### src/rtl/steering_delay_gen.sv
// Beam-steering delay generator for an N-element uniform linear array.
// One shared multiply, then a restoring divide per mic with rounding and saturation.
`timescale 1ns/1ps
module steering_delay_gen #(
    parameter int NUM_MICS         = 4,
    parameter int DELAY_W          = 16,
    parameter int ACC_W            = 32,
    parameter int SAMPLE_PERIOD_NS = 20833
) (
    input  logic                         clk_in,
    input  logic                         rst_n_in,
    input  logic                         start_in,
    input  logic [7:0]                   angle_in,
    input  logic [15:0]                  distance_in,
    input  logic                         units_sel_in,
    output logic                         ready_out,
    output logic                         valid_out,
    output logic                         err_out,
    output logic                         sat_out,
    output logic [NUM_MICS*DELAY_W-1:0]  delays_out
);

    localparam int MIC_W = (NUM_MICS > 1) ? $clog2(NUM_MICS) : 1;
    localparam int BIT_W = $clog2(ACC_W);
    localparam logic [ACC_W-1:0] DELAY_MAX = ACC_W'((64'd1 << DELAY_W) - 64'd1);
    localparam logic [ACC_W-1:0] D_US      = ACC_W'(1000);
    localparam logic [ACC_W-1:0] D_SAMPLE  = ACC_W'(SAMPLE_PERIOD_NS);

    // round(1e6/343 * cos(a deg)) via a 1e9-scaled Taylor series, folded about 90 deg.
    function automatic int cos_ns_per_mm(input int a);
        longint x, x2, term, sum;
        int     b, v;
        b    = (a > 90) ? 180 - a : a;
        x    = longint'(b) * 64'sd3141592654 / 64'sd180;
        x2   = x * x / 64'sd1000000000;
        term = 64'sd1000000000;
        sum  = term;
        for (int n = 1; n <= 10; n++) begin
            term = -(term * x2 / 64'sd1000000000) / longint'((2 * n - 1) * (2 * n));
            sum  = sum + term;
        end
        v = int'((sum + 64'sd171500) / 64'sd343000);
        return (a > 90) ? -v : v;
    endfunction

    function automatic logic [DELAY_W-1:0] sat_delay(input logic [ACC_W-1:0] q);
        return (q > DELAY_MAX) ? {DELAY_W{1'b1}} : q[DELAY_W-1:0];
    endfunction

    typedef enum logic [2:0] {S_IDLE, S_MULT, S_DIV, S_WRITE, S_DONE} state_t;

    logic signed [12:0] cos_tab [256];

    for (genvar a = 0; a < 256; a++) begin : g_cos
        localparam int COS_V = (a <= 180) ? cos_ns_per_mm(a) : 0;
        assign cos_tab[a] = 13'(COS_V);
    end

    state_t             state;
    logic [7:0]         angle_r;
    logic [15:0]        dist_r;
    logic [ACC_W-1:0]   div_d;
    logic               mirror_r;
    logic               err_r;
    logic               sat_r;
    logic [ACC_W-1:0]   prod_r;
    logic [ACC_W-1:0]   acc_r;
    logic [ACC_W-1:0]   quo_r;
    logic [ACC_W-1:0]   rem_r;
    logic [BIT_W-1:0]   bit_cnt;
    logic [MIC_W-1:0]   mic_cnt;
    logic [DELAY_W-1:0] shadow [NUM_MICS];

    logic signed [12:0] cos_sel;
    logic [ACC_W-1:0]   cos_mag;
    logic [ACC_W-1:0]   product;
    logic [ACC_W:0]     rem_shift;
    logic [ACC_W:0]     rem_sub;
    logic               rem_ge;
    logic [ACC_W-1:0]   acc_next;
    logic [MIC_W-1:0]   shadow_idx;

    always_comb begin
        cos_sel = cos_tab[angle_r];
        cos_mag = '0;
        if (cos_sel < 0) cos_mag = ACC_W'($unsigned(-cos_sel));
        else             cos_mag = ACC_W'($unsigned(cos_sel));
        product   = ACC_W'(dist_r) * cos_mag;
        rem_shift = {rem_r, quo_r[ACC_W-1]};
        rem_ge    = rem_shift >= {1'b0, div_d};
        rem_sub   = rem_shift - {1'b0, div_d};
        acc_next  = acc_r + prod_r;
        // Dividends always step 0,P,2P,...; past 90 deg that sequence lands on mics N-1 down to 0.
        shadow_idx = mirror_r ? (MIC_W'(NUM_MICS - 1) - mic_cnt) : mic_cnt;
    end

    always_ff @(posedge clk_in or negedge rst_n_in) begin
        if (!rst_n_in) begin
            state      <= S_IDLE;
            ready_out  <= 1'b0;
            valid_out  <= 1'b0;
            err_out    <= 1'b0;
            sat_out    <= 1'b0;
            delays_out <= '0;
            angle_r    <= '0;
            dist_r     <= '0;
            div_d      <= '0;
            mirror_r   <= 1'b0;
            err_r      <= 1'b0;
            sat_r      <= 1'b0;
            prod_r     <= '0;
            acc_r      <= '0;
            quo_r      <= '0;
            rem_r      <= '0;
            bit_cnt    <= '0;
            mic_cnt    <= '0;
            for (int k = 0; k < NUM_MICS; k++) shadow[k] <= '0;
        end else begin
            valid_out <= 1'b0;
            case (state)
                S_IDLE: begin
                    ready_out <= 1'b1;
                    if (start_in && ready_out) begin
                        ready_out <= 1'b0;
                        angle_r   <= angle_in;
                        dist_r    <= distance_in;
                        div_d     <= units_sel_in ? D_SAMPLE : D_US;
                        state     <= S_MULT;
                    end
                end
                S_MULT: begin
                    mirror_r <= angle_r > 8'd90;
                    if (angle_r > 8'd180) begin
                        err_r <= 1'b1;
                        state <= S_DONE;
                    end else begin
                        err_r   <= 1'b0;
                        sat_r   <= 1'b0;
                        prod_r  <= product;
                        acc_r   <= '0;
                        quo_r   <= div_d >> 1;
                        rem_r   <= '0;
                        bit_cnt <= '0;
                        mic_cnt <= '0;
                        state   <= S_DIV;
                    end
                end
                S_DIV: begin
                    rem_r   <= rem_ge ? rem_sub[ACC_W-1:0] : rem_shift[ACC_W-1:0];
                    quo_r   <= {quo_r[ACC_W-2:0], rem_ge};
                    bit_cnt <= bit_cnt + BIT_W'(1);
                    if (bit_cnt == BIT_W'(ACC_W - 1)) state <= S_WRITE;
                end
                S_WRITE: begin
                    shadow[shadow_idx] <= sat_delay(quo_r);
                    if (quo_r > DELAY_MAX) sat_r <= 1'b1;
                    acc_r   <= acc_next;
                    quo_r   <= acc_next + (div_d >> 1);
                    rem_r   <= '0;
                    bit_cnt <= '0;
                    if (mic_cnt == MIC_W'(NUM_MICS - 1)) begin
                        state <= S_DONE;
                    end else begin
                        mic_cnt <= mic_cnt + MIC_W'(1);
                        state   <= S_DIV;
                    end
                end
                S_DONE: begin
                    valid_out <= 1'b1;
                    err_out   <= err_r;
                    if (err_r) begin
                        delays_out <= '0;
                        sat_out    <= 1'b0;
                    end else begin
                        for (int k = 0; k < NUM_MICS; k++)
                            delays_out[k*DELAY_W +: DELAY_W] <= shadow[k];
                        sat_out <= sat_r;
                    end
                    state <= S_IDLE;
                end
                default: state <= S_IDLE;
            endcase
        end
    end

endmodule
### config.mk
export PLATFORM = sky130hd
export DESIGN_NAME = steering_delay_gen
export DESIGN_NICKNAME = d
export VERILOG_FILES = /design/src/rtl/steering_delay_gen.sv
export SDC_FILE = /design/constraint.sdc
export NUM_CORES = 1
export LEC_CHECK = 0
export CAP_MARGIN = 20
export CORE_ASPECT_RATIO = 0.75
export CORE_MARGIN = 2
export CORE_UTILIZATION = 57
export DETAILED_ROUTE_END_ITERATION = 10
export HOLD_SLACK_MARGIN = 0.08
export PLACE_DENSITY_LB_ADDON = 0.08
export SETUP_SLACK_MARGIN = 0.15
export SYNTH_ARGS = -nofsm -noshare
export SYNTH_HDL_FRONTEND = slang
export SYNTH_SLANG_ARGS = --single-unit
export TNS_END_PERCENT = 20
### constraint.sdc
create_clock -name clk_in -period 13.1 [get_ports clk_in]
set_input_delay 2.62 -clock clk_in [delete_from_list [all_inputs] [get_ports clk_in]]
set_output_delay 2.62 -clock clk_in [all_outputs]
set_load 0.05 [all_outputs]
==> results.txt <==
The flow ran to the end, and the final reports show no timing, DRC or antenna violations. The final hold violation count is 0. The post-layout net count came out at 3220. The initial utilization of the core area, before any placement, comes to 58.2%. The worst setup path is captured at a register. Row generation in the floorplan step produced 65 rows. The largest net degree at the start of global routing is 123. Once the clock tree was built, the setup fixing pass inserted 0 buffers. After detailed routing, the number of vias per cell comes to around 6.0.

Setup repair after global routing left no endpoint under its margin. In the final routed layout, each cell accounts on average for 19.2 µm. The detailed-routing iteration count for the pre-antenna-repair pass came out at 6. The vertical extent of the die is 184 µm.

The number of storage elements in the synthesis netlist is 299. Adding up every negative setup slack in the final design gives 0 ps. The total length of routed wires is 66800 µm. The post-synthesis cell type count is 91.

The part of the cycle the worst path needs came out at 85.6%. The number of flops mapped to enable cells by yosys is 0. The slowest stage of the critical path is the dfrtp_1 cell. The initial antenna violation count came out at 2. The final critical path time including I/O delays and setup came out at 11220 ps. The most repeated cell in the gate-level netlist after synthesis is nand2_1. The relative slew slack came out at 27.1%. Port buffering added 95 buffers. The count of yosys warnings during synthesis is 0. The cell at the root of the clock tree is clkbuf_16. The floorplan die area came out at 45000 µm². Once the clock tree was built, the resizer swapped 0 gates to a different size. For the final database, setup skew stands at around 23 ps. The post-synthesis cell area came out at 24700 µm². Of all flip-flops after synthesis, the portion carrying an async set or reset was 100%. The final HPWL from detailed placement is 47900 µm.

The global-route wire length before repair is 110000 µm. The delay of the slowest cell on the worst path is 780 ps. Max-cap violations in this run came to 0.

The total CTS buffers came out at 31. The sequential cells in the finished layout cover a total of 7480 µm². The data arrival time at the worst-slack endpoint came out at 11650 ps. The synthesized design spends more area on one cell type than any other, namely dfrtp_1.

The global routing usage summed across all routing layers is a little under a third. The depth of the CTS H-tree came out at 1. The post-cts hold buffer count came out at 0.

The transition time at the pin with the least slew margin is approximately 1100 ps. TritonCTS built the clock tree. The later pin in the worst-skew pair is clocked with a latency of 600 ps. Of the cells placed in the final design, the portion with a size suffix greater than 1 is 5.47%. The number of filler instances in the final layout came out at between 3000 and 4000. In this run the worst path has a maximum fanout of 22. The cell total after placement is 3416. The finished layout holds about 3500 standard cells, fillers aside.

The commonest cells after synthesis are 537 x nand2_1, 305 x o21ai_0, 299 x dfrtp_1. The number of remaining DRC errors came out at 0. The top achievable clock speed is 0.0891 GHz. The number of DRC violations after detailed-routing iteration 0 is 2380.

The deepest clock path buffer count is 3. The startpoint type of the worst setup path is a register. The count of nets left with antenna violations after detail routing came out at 0. By instance count, the cell type seen most on the critical path is inv_1. The clock slew at the register clock pins of the worst setup and hold paths came out at 60 ps. The clock net in this run drives a total of 299 sinks. The data required time of the critical path is about 14000 ps.

The final global-route overflow total is 0. Synthesis handed over a netlist of 2887 instances. The area share of the largest cell type after synthesis is between 30 and 40%. The overall via count from detail_route came out at 20751. From synthesis to final layout, the design area changed by 9.66%. The congestion estimate from routability-driven global placement came to 0.977. The number of slew-limit violations in the final report is 0.

The tightest min-delay check is of the register to register type. The critical path in this run is classified as register to register. Yosys attributes the largest share of cell area to dfrtp_1 30%, fa_1 13%, nand2_1 8.2%. The area of the multi-input gates is 15700 µm². The core area is 42400 µm².

After synthesis, flip-flops and latches occupy 30.3% of the total area. The x dimension of the die came out at 244 µm. The boundary pin count is 96.

Among all flip-flop cells after synthesis, the most frequent one is dfrtp_1. The final number of setup-violating endpoints is 0. The synthesized area per cell is 8.54 µm². The number of global-route vias before repair is 20457.
-- metal layers --
layer	up-vias	share of wire, %	global-route usage [%]
li1	9786	-	-
met1	10068	47	44.1
met2	773	43	47.0
met3	124	7.6	5.94
met4	0	2.5	7.41
met5	-	0	0
-- final timing paths --
kind                                startpoint             end  slack [ps]  cells after the start
worst max-delay path                angle_r[1]      prod_r[28]        1880                     35
worst min-delay path            delays_out[25]  delays_out[25]         480                      2
worst max register to register      angle_r[1]      prod_r[28]        1880                     35
worst min register to register  delays_out[25]  delays_out[25]         480                      2
max in group asynchronous             rst_n_in       shadow[4]        8950                      4
min in group asynchronous             rst_n_in      angle_r[1]        2070                      1
-- metrics by stage --
step	setup slack (ps)	hold slack [ps]	util [%]	cell area, µm²
floorplan	3950	442	-	24700
global placement	1940	460	61.1	25900
detailed placement	1750	469	61.2	25900
CTS	1670	483	63.6	27000
global route	922	491	63.8	27000
finish	1880	478	63.8	27000
-- kinds of logic after synthesis --
group                      share of synthesized area, %
other                                            0.0305
and+or+nand+nor                                    18.5
AOI/OAI and AO/OA                                  17.9
muxes                                              2.40
buffers and inverters                              6.46
xor gates and xnor gates                           4.01
DFF                                                30.3
adders and majority gates                          20.3
-- state kept, by name, summed over array words and instances (netlist names) --
name / count
ready_out: 1
mic_cnt: 2
dist_r: 16
div_d: 3
acc_r: 32
sat_out: 1
prod_r: 31
err_out: 1
bit_cnt: 5
shadow: 64
delays_out: 64
quo_r: 32
state: 3
err_r: 1
rem_r: 32
valid_out: 1
angle_r: 8
sat_r: 1
mirror_r: 1
-- layout by cell type (no fill, tap or decap), drive strengths merged, types with 42 or more instances in the layout --
| cell | count |
|---|---|
| nand2 | 537 |
| o21ai | 315 |
| dfrtp | 299 |
| inv | 222 |
| fa | 156 |
| ha | 151 |
| nor2 | 146 |
| a21oi | 125 |
| clkdlybuf4s50 | 94 |
| xnor2 | 80 |
| and2 | 63 |
| nand3 | 50 |
| nor3 | 45 |
| clkbuf | 42 |
-- final cells by class --
class                   instances  area share, %
flip-flops and latches        299           27.7
inverters                     221           3.07
clock buffers                  42           3.24
repair buffers                135           4.87
multi-input cells            2197           58.0
well taps                     569           2.63
clock inverters                15          0.546
diodes                          1        0.00925
-- worst max-delay path: cells and delay by family (launching register included) --
family | cells | cell delay (ps)
AOI/OAI and AO/OA | 13 | 3690
adders and majority gates | 8 | 3640
buffers and inverters | 8 | 1370
DFF | 1 | 780
xor gates and xnor gates | 2 | 560
muxes | 1 | 500
and+or+nand+nor | 3 | 480
Power is left out: the tool's default activity adds up to more than one toggle a clock period on the data nets, which glitch-free logic cannot reach.
